$ cat config.mk
export PLATFORM = sky130hd
export DESIGN_NAME = poly_tone_synth
export DESIGN_NICKNAME = d
export VERILOG_FILES = /design/src/rtl/poly_tone_synth.sv
export SDC_FILE = /design/constraint.sdc
export NUM_CORES = 1
export LEC_CHECK = 0
export BUFFER_PORTS_ARGS = -buffer_cell sky130_fd_sc_hd__buf_4
export CAP_MARGIN = 40
export CORE_ASPECT_RATIO = 0.7
export CORE_MARGIN = 2
export CORE_UTILIZATION = 45
export DETAILED_ROUTE_END_ITERATION = 10
export PLACE_DENSITY_LB_ADDON = 0.2
export SYNTH_ARGS = -nofsm -noshare
export SYNTH_HDL_FRONTEND = slang
export SYNTH_SLANG_ARGS = --single-unit
$ cat constraint.sdc
create_clock -name CLK100MHZ -period 7.5 [get_ports CLK100MHZ]
set_clock_uncertainty 0.1 [all_clocks]
set_input_delay 1.125 -clock CLK100MHZ [delete_from_list [all_inputs] [get_ports CLK100MHZ]]
set_output_delay 1.125 -clock CLK100MHZ [all_outputs]
set_load 0.05 [all_outputs]
$ cat src/rtl/poly_tone_synth.sv
// -----------------------------------------------------------------------------
// poly_tone_synth
//
// Polyphonic square-wave tone generator for the music box speaker path.
// VOICES independent voices, each with a half-period divider, an amplitude
// and an optional linear decay envelope. Voice outputs are summed with
// saturation into a single registered PWM bit that drives the amp input.
//
// Ports:
//   CLK100MHZ     in   system clock, single clock domain
//   reset         in   synchronous, active-high reset
//   wr_en         in   one-cycle voice register write strobe
//   wr_voice      in   target voice index (out-of-range writes are ignored)
//   wr_div        in   half-period reload value, 0 = voice off
//   wr_amp        in   initial amplitude
//   wr_decay      in   1 = enable linear decay for this voice
//   voice_active  out  bit i = voice i has div!=0 and amp!=0
//   mix_level     out  registered saturated mix of all voices
//   pwm_out       out  registered PWM bit to the speaker
// -----------------------------------------------------------------------------
module poly_tone_synth #(
    parameter int VOICES    = 4,
    parameter int DIV_W     = 17,
    parameter int AMP_W     = 5,
    parameter int PWM_W     = 8,
    parameter int HEADROOM  = 1,
    parameter int DECAY_DIV = 1000000
) (
    input  logic                                              CLK100MHZ,
    input  logic                                              reset,
    input  logic                                              wr_en,
    input  logic [((VOICES > 1) ? $clog2(VOICES) : 1)-1:0]    wr_voice,
    input  logic [DIV_W-1:0]                                  wr_div,
    input  logic [AMP_W-1:0]                                  wr_amp,
    input  logic                                              wr_decay,
    output logic [VOICES-1:0]                                 voice_active,
    output logic [PWM_W-1:0]                                  mix_level,
    output logic                                              pwm_out
);

    localparam int VIDX_W = (VOICES > 1) ? $clog2(VOICES) : 1;
    localparam int SUM_W  = AMP_W + $clog2(VOICES) + 1;
    // The adder is made at least PWM_W wide so the saturation compare and
    // the final slice never need a width special case.
    localparam int EXT_W  = (SUM_W > PWM_W) ? SUM_W : PWM_W;
    localparam int PCNT_W = PWM_W + HEADROOM;
    localparam int PRE_W  = $clog2(DECAY_DIV);

    localparam logic [PRE_W-1:0] PRE_LAST = PRE_W'(DECAY_DIV - 1);
    localparam logic [EXT_W-1:0] MIX_MAX  = EXT_W'((2 ** PWM_W) - 1);

    logic [DIV_W-1:0]  div_q      [VOICES];
    logic [DIV_W-1:0]  div_d      [VOICES];
    logic [DIV_W-1:0]  cnt_q      [VOICES];
    logic [DIV_W-1:0]  cnt_d      [VOICES];
    logic [AMP_W-1:0]  amp_q      [VOICES];
    logic [AMP_W-1:0]  amp_d      [VOICES];
    logic [VOICES-1:0] phase_q;
    logic [VOICES-1:0] phase_d;
    logic [VOICES-1:0] decay_en_q;
    logic [VOICES-1:0] decay_en_d;
    logic [PRE_W-1:0]  pre_q;
    logic [PRE_W-1:0]  pre_d;
    logic [PCNT_W-1:0] cnt_pwm_q;
    logic [PCNT_W-1:0] cnt_pwm_d;
    logic [PWM_W-1:0]  mix_level_q;
    logic [PWM_W-1:0]  mix_level_d;
    logic              pwm_out_q;
    logic              pwm_out_d;

    logic [VOICES-1:0] active_s;
    logic [VOICES-1:0] wr_hit_s;
    logic              tick_s;
    logic [EXT_W-1:0]  sum_s;

    // Voice activity from the registered divider and amplitude.
    always_comb begin
        for (int i = 0; i < VOICES; i++) begin
            active_s[i] = (div_q[i] != '0) && (amp_q[i] != '0);
        end
    end

    // Per-voice write decode; an index >= VOICES matches no voice.
    always_comb begin
        for (int i = 0; i < VOICES; i++) begin
            wr_hit_s[i] = wr_en && (wr_voice == VIDX_W'(i));
        end
    end

    // Decay tick fires on the cycle the prescaler wraps.
    always_comb begin
        tick_s = (pre_q == PRE_LAST);
        if (tick_s) begin
            pre_d = '0;
        end else begin
            pre_d = pre_q + PRE_W'(1);
        end
    end

    // Voice next state: a write restarts the voice and suppresses a
    // coincident decay step; otherwise run the divider and the envelope.
    always_comb begin
        for (int i = 0; i < VOICES; i++) begin
            div_d[i]      = div_q[i];
            cnt_d[i]      = cnt_q[i];
            amp_d[i]      = amp_q[i];
            phase_d[i]    = phase_q[i];
            decay_en_d[i] = decay_en_q[i];
            if (wr_hit_s[i]) begin
                div_d[i]      = wr_div;
                cnt_d[i]      = wr_div;
                amp_d[i]      = wr_amp;
                phase_d[i]    = 1'b0;
                decay_en_d[i] = wr_decay;
            end else begin
                if (active_s[i]) begin
                    if (cnt_q[i] == '0) begin
                        cnt_d[i]   = div_q[i];
                        phase_d[i] = ~phase_q[i];
                    end else begin
                        cnt_d[i]   = cnt_q[i] - DIV_W'(1);
                    end
                end else begin
                    // Inactive voices keep their count but stay silent.
                    phase_d[i] = 1'b0;
                end
                if (tick_s && decay_en_q[i] && (amp_q[i] != '0)) begin
                    amp_d[i] = amp_q[i] - AMP_W'(1);
                end else begin
                    amp_d[i] = amp_q[i];
                end
            end
        end
    end

    // Saturating mix of every voice currently in its high half-period.
    always_comb begin
        sum_s = '0;
        for (int i = 0; i < VOICES; i++) begin
            if (phase_q[i] && active_s[i]) begin
                sum_s = sum_s + EXT_W'(amp_q[i]);
            end else begin
                sum_s = sum_s;
            end
        end
        if (sum_s > MIX_MAX) begin
            mix_level_d = MIX_MAX[PWM_W-1:0];
        end else begin
            mix_level_d = sum_s[PWM_W-1:0];
        end
    end

    // PWM counter and compare; headroom bits lengthen the period, which
    // scales the maximum duty down by a power of two.
    always_comb begin
        cnt_pwm_d = cnt_pwm_q + PCNT_W'(1);
        pwm_out_d = (PCNT_W'(mix_level_q) > cnt_pwm_q);
    end

    // State registers with synchronous reset.
    always_ff @(posedge CLK100MHZ) begin
        if (reset) begin
            for (int i = 0; i < VOICES; i++) begin
                div_q[i] <= '0;
                cnt_q[i] <= '0;
                amp_q[i] <= '0;
            end
            phase_q     <= '0;
            decay_en_q  <= '0;
            pre_q       <= '0;
            cnt_pwm_q   <= '0;
            mix_level_q <= '0;
            pwm_out_q   <= 1'b0;
        end else begin
            for (int i = 0; i < VOICES; i++) begin
                div_q[i] <= div_d[i];
                cnt_q[i] <= cnt_d[i];
                amp_q[i] <= amp_d[i];
            end
            phase_q     <= phase_d;
            decay_en_q  <= decay_en_d;
            pre_q       <= pre_d;
            cnt_pwm_q   <= cnt_pwm_d;
            mix_level_q <= mix_level_d;
            pwm_out_q   <= pwm_out_d;
        end
    end

    assign voice_active = active_s;
    assign mix_level    = mix_level_q;
    assign pwm_out      = pwm_out_q;

endmodule

==> impl_metrics.csv, run 1 <==
group,metric,value,unit
flow_run,max_cap_viol_count,0,
clocking,numClockSinks,202,
global_route,grt-ovfl-total,0,
timing,worstMarginPinSlew,0.883,ns
finish,layout_cells_sized_above_1,8.37,%
clocking,clk_pin_slew,0.06,ns
die,chipWidth,190,um
die,rows,47,
die,die_boundary_height,134,um
logic_synthesis,postSynth.asyncResetShare,0,%
worst_setup_path,worstPathArrival,6.05,ns
global_route,antenna_found_initial,0,
logic_synthesis,synth_compound_gate_area_share,22.7,%
logic_synthesis,synth_flop_cell,"sky130_fd_sc_hd__dfxtp_1",
worst_setup_path,r2r_start,"amp_q[0][0]",
power,p_per_area,266,nW/um2
worst_setup_path,criticalPathCategory,"flip-flop to flip-flop",
die,core-area,23700,um2
placement,port-buffer-count,40,
timing,final_critical_path_required_period,5.72,ns
global_route,track_usage,24.6,%
logic_synthesis,simple_gate_portion_of_the_synthesized_area,25.5,%
logic_synthesis,biggest_area_contributors_in_the_synthesized_netlist,"sky130_fd_sc_hd__dfxtp_1 37%, sky130_fd_sc_hd__nand2_1 8.2%, sky130_fd_sc_hd__a21oi_1 6.5%, sky130_fd_sc_hd__nor2_1 4.4%, sky130_fd_sc_hd__ha_1 3.9%",
logic_synthesis,ys_seq_area_share,37.2,%
global_route,first_pass_grt_wire_length,50800,um
finish,commonest_non_fill_non_tap_cells_in_the_layout,"238 x sky130_fd_sc_hd__nand2_1, 202 x sky130_fd_sc_hd__dfxtp_1, 141 x sky130_fd_sc_hd__a21oi_1",
logic_synthesis,syn_inst,1391,
routing,via_cell_ratio,5.90,
hold_path,hold_path.startpoint,"decay_en_q[2]",
hold_path,min-delay-path-class,"flip-flop to flip-flop",
clocking,clock_tree_root_buffer_cell,"sky130_fd_sc_hd__clkbuf_16",
worst_setup_path,critPathRequiredTime,7.83,ns
routing,total_routed_wirelength,31000,um
placement,place_hpwl,21400,um
clocking,insertion_delay,0.51,ns
logic_synthesis,number_of_flops_mapped_to_enable_cells_by_yosys,0,
clocking,cts_buffers,21,
timing,max_slew_margin,40.7,%
global_route,maximum_number_of_pins_on_one_net_before_global_route_repair,105,
logic_synthesis,synth_adder_area_share,4.47,%
timing,max_clock_freq,175,MHz
timing,final.period_utilization,76.2,%
worst_setup_path,endpoint_kind,"flip-flop",
routing,drc_violations,0,
power,leakagePower,0.00448,uW
logic_synthesis,synthXorXnorAreaFrac,4.32,%
routing,route.antenna.remaining_nets,0,
timing,report.final.slew_viol_count,0,
placement,globalplace.congestion,0.900,
outcome,status,"finished clean",
routing,route.vias.total,10200,
worst_setup_path,crit_startpoint,"amp_q[0][0]",
timing,hold_viol_final,0,
logic_synthesis,main_combinational_cell_family_by_area_after_synthesis,"simple AND/OR/NAND/NOR gates",
clocking,cts_hold_repair.buffers,0,
die,die_area,25400,um2
worst_setup_path,critical_path.startpoint_type,"flip-flop",
logic_synthesis,yosysUniqueCellTypes,83,
finish,finalNetCount,1462,
logic_synthesis,synth.net_count,1456,
logic_synthesis,synthDominantAreaCellType,"sky130_fd_sc_hd__dfxtp_1",
worst_setup_path,cp_max_fo,18,
clocking,cts_tree,"built",
die,ios,41,
power,vdd_ir_drop_max,0.139,mV
global_route,first_global_vias,9278,
timing,fin_worst_hold_slack,0.357,ns
clocking,clockBufferDepth,3,
finish,mostFrequentLayoutCell,"sky130_fd_sc_hd__nand2_1",
clocking,cts_resized,0,
logic_synthesis,yosys_register_bits,202,
logic_synthesis,syn_avg_cell_area,7.81,um2
die,initial_utilization,45.9,%
logic_synthesis,synth_mux_area_share,1.05,%
finish,antenna_cells,0,
finish,layout.filler_cells,2343,
timing,timing.final.setup_violations,0,
finish,area.growth.synth_to_final,10.7,%
logic_synthesis,ys_warn_count,0,
clocking,h_tree_level_count,1,
timing,rsz0062_at_grt,"no",
timing,fin_tns_setup,0,ns
routing,drt-initial-drc-count,823,
routing,detailed_router_iteration_count_before_antenna_repair,5,
routing,detail_route.wl_per_cell,17.9,um
clocking,cts_setup_buffers,0,
logic_synthesis,mappedNetlistArea,10900,um2
logic_synthesis,yosys.area.top_type_share,37.2,%
[per-stage QoR]
| step | util (%) | instances | area (um2) | power, uW | worst slack [ns] |
|---|---|---|---|---|---|
| after floorplan | - | 1391 | 10900 | 1980 | 2.43 |
| after global placement | 48.0 | 1689 | 11400 | 2190 | 2.01 |
| after detailed placement | 48.1 | 1692 | 11400 | 2210 | 1.91 |
| after CTS | 50.8 | 1728 | 12000 | 3200 | 1.85 |
| after global routing | 50.8 | 1728 | 12000 | 3380 | 1.47 |
| final | 50.8 | 1728 | 12000 | 3200 | 1.78 |
[worst paths after layout]
path / endpoint / slack, ns / cells past startpoint
max: mix_level[5] / 1.78 / 24
min: decay_en_q[2] / 0.36 / 2
max reg2reg: mix_level[5] / 1.78 / 24
min reg2reg: decay_en_q[2] / 0.36 / 2
[worst max-delay path: stages, from the launching register on]
cell and delay (ns):
sky130_fd_sc_hd__dfxtp_1 0.35, sky130_fd_sc_hd__inv_1 0.10, sky130_fd_sc_hd__ha_1 0.15, sky130_fd_sc_hd__or4b_2 0.62
sky130_fd_sc_hd__o21ai_2 0.08, sky130_fd_sc_hd__buf_4 0.24, sky130_fd_sc_hd__clkinv_1 0.29, sky130_fd_sc_hd__buf_4 0.28
sky130_fd_sc_hd__and3_1 0.20, sky130_fd_sc_hd__ha_1 0.21, sky130_fd_sc_hd__inv_1 0.08, sky130_fd_sc_hd__fa_1 0.42
sky130_fd_sc_hd__o21ai_0 0.32, sky130_fd_sc_hd__ha_1 0.31, sky130_fd_sc_hd__a21o_1 0.16, sky130_fd_sc_hd__a211o_1 0.28
sky130_fd_sc_hd__nand3_1 0.11, sky130_fd_sc_hd__o21ai_0 0.11, sky130_fd_sc_hd__ha_1 0.35, sky130_fd_sc_hd__o21ai_0 0.09
sky130_fd_sc_hd__nor2_1 0.13, sky130_fd_sc_hd__o21ai_0 0.10, sky130_fd_sc_hd__a21oi_1 0.21, sky130_fd_sc_hd__xnor3_1 0.25
sky130_fd_sc_hd__nor2_1 0.09
[sequential cells by signal (all words and copies together), names as in the netlist]
| name | count |
|---|---|
| cnt_pwm_q | 9 |
| cnt_q | 68 |
| mix_level | 8 |
| amp_q | 20 |
| decay_en_q | 4 |
| phase_q | 4 |
| pre_q | 20 |
| pwm_out | 1 |
| div_q | 68 |
[where the power goes]
part,switching [uW],internal [uW],leakage (uW)
Combinational,584,364,0.00252
Sequential,100,1160,0.00165
Clock,437,557,0.000312
[cell type report]
cell class | count | area (um2) | share of cell area (%)
clock buffers | 32 | 607 | 5.04
clock inverters | 4 | 23.8 | 0.198
inverters | 53 | 199 | 1.65
multi-input cells | 1063 | 6320 | 52.5
flip-flops and latches | 202 | 4040 | 33.6
well taps | 318 | 398 | 3.31
repair buffers | 56 | 438 | 3.64
[routing by layer]
layer / GRT usage (%) / part of all wire, % / vias to the layer above
li1: - / - / 5027
met1: 37.7 / 51 / 4803
met2: 35.8 / 41 / 318
met3: 3.40 / 6.3 / 47
met4: 6.46 / 2.0 / 0
met5: 0 / 0 / -
[synthesized netlist by cell type, types with 6 or more instances]
cell type / instances
sky130_fd_sc_hd__nand2_1: 238
sky130_fd_sc_hd__dfxtp_1: 202
sky130_fd_sc_hd__a21oi_1: 141
sky130_fd_sc_hd__nor2_1: 127
sky130_fd_sc_hd__clkbuf_1: 60
sky130_fd_sc_hd__inv_1: 50
sky130_fd_sc_hd__o21ai_0: 50
sky130_fd_sc_hd__nand3_1: 37
sky130_fd_sc_hd__a211oi_1: 35
sky130_fd_sc_hd__ha_1: 34
sky130_fd_sc_hd__nor3_1: 34
sky130_fd_sc_hd__nor4_1: 32
sky130_fd_sc_hd__xnor2_1: 28
sky130_fd_sc_hd__o211ai_1: 24
sky130_fd_sc_hd__xor2_1: 23
sky130_fd_sc_hd__nand4_1: 19
sky130_fd_sc_hd__or3_1: 17
sky130_fd_sc_hd__a31oi_1: 14
sky130_fd_sc_hd__a21o_1: 13
sky130_fd_sc_hd__a311oi_1: 10
sky130_fd_sc_hd__nor2b_1: 10
sky130_fd_sc_hd__o21a_1: 10
sky130_fd_sc_hd__mux2i_1: 8
sky130_fd_sc_hd__and3_1: 7
sky130_fd_sc_hd__o22ai_1: 7
sky130_fd_sc_hd__o31ai_1: 7
sky130_fd_sc_hd__a221oi_1: 6
sky130_fd_sc_hd__a2bb2oi_1: 6
sky130_fd_sc_hd__and2_1: 6
sky130_fd_sc_hd__o2bb2ai_1: 6
sky130_fd_sc_hd__or4_1: 6
[cell families (layout without fill, tap and decap cells)]
| logic type | Yosys count | count (layout) |
|---|---|---|
| fa+ha+maj | 37 | 37 |
| simple gates | 582 | 582 |
| xor+xnor | 52 | 52 |
| buf+inv | 126 | 145 |
| flops | 202 | 202 |
| mux | 11 | 11 |
| compound gates | 381 | 381 |
Note: power is estimated with default switching activity, not from simulation.
==> inputs of run 2 (changes only) <==
- ABC_AREA: unset -> 1
- clock period: 7.5 -> 5.9 ns (I/O delays scaled with it)
==> impl_metrics.csv, run 2 <==
group,metric,value,unit
outcome,status,"finished clean",
die,ios,41,
power,p_per_area,344,nW/um2
worst_setup_path,critical_path.slowest_cell,"sky130_fd_sc_hd__fa_1",
power,combinationalPowerShare,34.8,%
logic_synthesis,yosysUniqueCellTypes,44,
logic_synthesis,synth_most_common_cell,"sky130_fd_sc_hd__nand2_1",
worst_setup_path,criticalPathCategory,"flip-flop to flip-flop",
routing,route.vias.total,11300,
placement,port-buffer-count,40,
logic_synthesis,biggest_area_contributors_in_the_synthesized_netlist,"sky130_fd_sc_hd__dfxtp_1 34%, sky130_fd_sc_hd__nand2_1 13%, sky130_fd_sc_hd__inv_1 8.4%, sky130_fd_sc_hd__nor2_1 6.4%, sky130_fd_sc_hd__nand3_1 6.2%",
worst_setup_path,cp_top_family,"simple AND/OR/NAND/NOR gates",
worst_setup_path,worstPathArrival,4.74,ns
global_route,antenna_found_initial,0,
die,core-area,25700,um2
timing,final_critical_path_required_period,4.43,ns
finish,regs_by_ff_count,"cnt_q (68), div_q (68)",
timing,rsz0062_at_grt,"no",
global_route,grt-ovfl-total,0,
worst_setup_path,critPathBufInv,3,
routing,total_routed_wirelength,33300,um
worst_setup_path,cp_max_fo,7,
flow_run,max_cap_viol_count,0,
placement,placed_cells,2132,
timing,fin_tns_setup,0,ns
placement,pre_cts_slack,1.53,ns
worst_setup_path,critPathRequiredTime,6.21,ns
clocking,cts_resized,0,
logic_synthesis,syn_avg_cell_area,6.52,um2
die,die_boundary_height,140,um
global_route,track_usage,24.1,%
hold_path,min-delay-path-class,"flip-flop to flip-flop",
clocking,clockBufferDepth,3,
clocking,cts_hold_repair.buffers,0,
placement,place_hpwl,24000,um
routing,drt-initial-drc-count,876,
clocking,clock_tree_root_buffer_cell,"sky130_fd_sc_hd__clkbuf_16",
logic_synthesis,synthDominantAreaCellType,"sky130_fd_sc_hd__dfxtp_1",
finish,antenna_cells,0,
worst_setup_path,cpPeakStageDelay,0.39,ns
power,proportion_of_power_drawn_by_the_clock_network,29.1,%
logic_synthesis,number_of_flops_mapped_to_enable_cells_by_yosys,0,
power,intPower,2750,uW
placement,globalplace.congestion,0.925,
timing,timing.final.setup_violations,0,
power,netSwitchingPower,1710,uW
logic_synthesis,yosys_register_bits,202,
timing,fin_ws,1.47,ns
routing,detailed_router_iteration_count_before_antenna_repair,5,
logic_synthesis,synth_common_cells,"424 x sky130_fd_sc_hd__nand2_1, 265 x sky130_fd_sc_hd__inv_1, 202 x sky130_fd_sc_hd__dfxtp_1",
clocking,clk_pin_slew,0.06,ns
timing,worstMarginPinSlew,0.838,ns
worst_setup_path,critical_path.startpoint_type,"flip-flop",
clocking,h_tree_level_count,1,
routing,via_cell_ratio,5.23,
worst_setup_path,path_cells,"inv_1 -> ha_1 -> nand3_1 -> nand4_1 -> inv_1 -> ha_1 -> inv_1 -> fa_1 -> o21ai_0 -> xnor2_1 -> nand2_1 -> and2_1 -> ha_1 -> or2_2 -> nand3_1 -> nand2_1 -> ha_1 -> nand2_1 -> o21ai_0 -> a21oi_1 -> nor2_1 -> nand3_1 -> nand2_1 -> nor2_1",
finish,commonest_non_fill_non_tap_cells_in_the_layout,"424 x sky130_fd_sc_hd__nand2_1, 264 x sky130_fd_sc_hd__inv_1, 202 x sky130_fd_sc_hd__dfxtp_1",
timing,final.period_utilization,75.1,%
logic_synthesis,mappedNetlistArea,11800,um2
worst_setup_path,endpoint_kind,"flip-flop",
logic_synthesis,ys_seq_area_share,34.2,%
finish,area.growth.synth_to_final,9.81,%
clocking,cts_setup_buffers,0,
logic_synthesis,yosys.area.top_type_share,34.2,%
routing,detail_route.wl_per_cell,15.4,um
power,leakagePower,0.00612,uW
die,initial_utilization,45.9,%
logic_synthesis,syn_inst,1811,
power,swShare,38.4,%
die,chipWidth,198,um
finish,layout_cells_sized_above_1,6.70,%
global_route,first_global_vias,10000,
routing,route.antenna.remaining_nets,0,
timing,report.final.slew_viol_count,0,
die,die_area,27600,um2
power,seqPwrFrac,36.0,%
timing,max_clock_freq,226,MHz
finish,finalNetCount,1889,
die,rows,49,
clocking,cts_buffers,21,
timing,hold_viol_final,0,
global_route,maximum_number_of_pins_on_one_net_before_global_route_repair,62,
clocking,insertion_delay,0.53,ns
logic_synthesis,synth_flop_cell,"sky130_fd_sc_hd__dfxtp_1",
timing,max_slew_margin,44.1,%
global_route,first_pass_grt_wire_length,53700,um
power,vdd_ir_drop_max,0.216,mV
logic_synthesis,ys_warn_count,0,
routing,drc_violations,0,
clocking,numClockSinks,202,
finish,mostFrequentLayoutCell,"sky130_fd_sc_hd__nand2_1",
clocking,cts_tree,"built",
logic_synthesis,synth.net_count,1876,
finish,stdcell_count,2168,
logic_synthesis,postSynth.asyncResetShare,0,%
-- run 2: worst paths after layout --
check / start / to / slack (ns) / cells past startpoint
worst max-delay path: amp_q[0][0] / mix_level[5] / 1.47 / 24
worst min-delay path: pre_q[0] / pre_q[0] / 0.35 / 1
worst max register to register: amp_q[0][0] / mix_level[5] / 1.47 / 24
worst min register to register: pre_q[0] / pre_q[0] / 0.35 / 1
-- run 2: cell type report --
type	count	area (um2)
Timing Repair Buffer	47	353
Clock inverter	6	37.5
Tap cell	331	414
Multi-Input combinational cell	1280	6490
Fill cell	2625	12800
Sequential cell	202	4040
Inverter	272	1020
Clock buffer	30	609
-- run 2: cells by family (layout without fill, tap and decap cells) --
kind of cell               after synthesis  after routing  synth area share, %
xor gates and xnor gates                67             67                 4.97
buffers and inverters                  329            355                 10.9
DFF                                    202            202                 34.2
AOI/OAI and AO/OA                      300            300                 13.8
adders and majority gates               37             37                 4.11
and+or+nand+nor                        876            876                 32.1
-- run 2: per-layer routing --
layer / GRT usage (%) / up-vias / routed length (um) / share of wire (%)
li1: - / 5838 / - / -
met1: 37.3 / 5162 / 17100 / 51
met2: 35.6 / 311 / 13700 / 41
met3: 3.66 / 26 / 2100 / 6.3
met4: 3.68 / 0 / 416 / 1.2
met5: 0 / - / 0 / 0
-- run 2: worst register-to-register path: cells and delay by family, from the launching register on --
family,cells,cell delay (ns)
AND/OR/NAND/NOR,12,1.53
adder cells (fa/ha/maj),5,1.42
XOR/XNOR,1,0.15
AO/OA/AOI/OAI,3,0.47
buffers and inverters,3,0.26
flip-flops,1,0.38
-- run 2: power groups by stage --
stage	Clock, uW	Sequential, uW	Combinational [uW]
global route	1370	1620	1770
global placement	0	1630	1520
detailed placement	0	1630	1530
floorplan	0	1600	1220
CTS	1320	1600	1540
finish	1300	1610	1550
-- run 2: stage by stage --
stage | area, um2 | power [uW] | utilization (%) | hold slack [ns]
6_report | 13000 | 4460 | 50.4 | 0.354
5_1_grt | 13000 | 4760 | 50.4 | 0.382
4_1_cts | 13000 | 4460 | 50.4 | 0.351
3_5_place_dp | 12300 | 3160 | 47.8 | 0.340
3_3_place_gp | 12300 | 3150 | 47.8 | 0.335
2_1_floorplan | 11800 | 2820 | - | 0.318
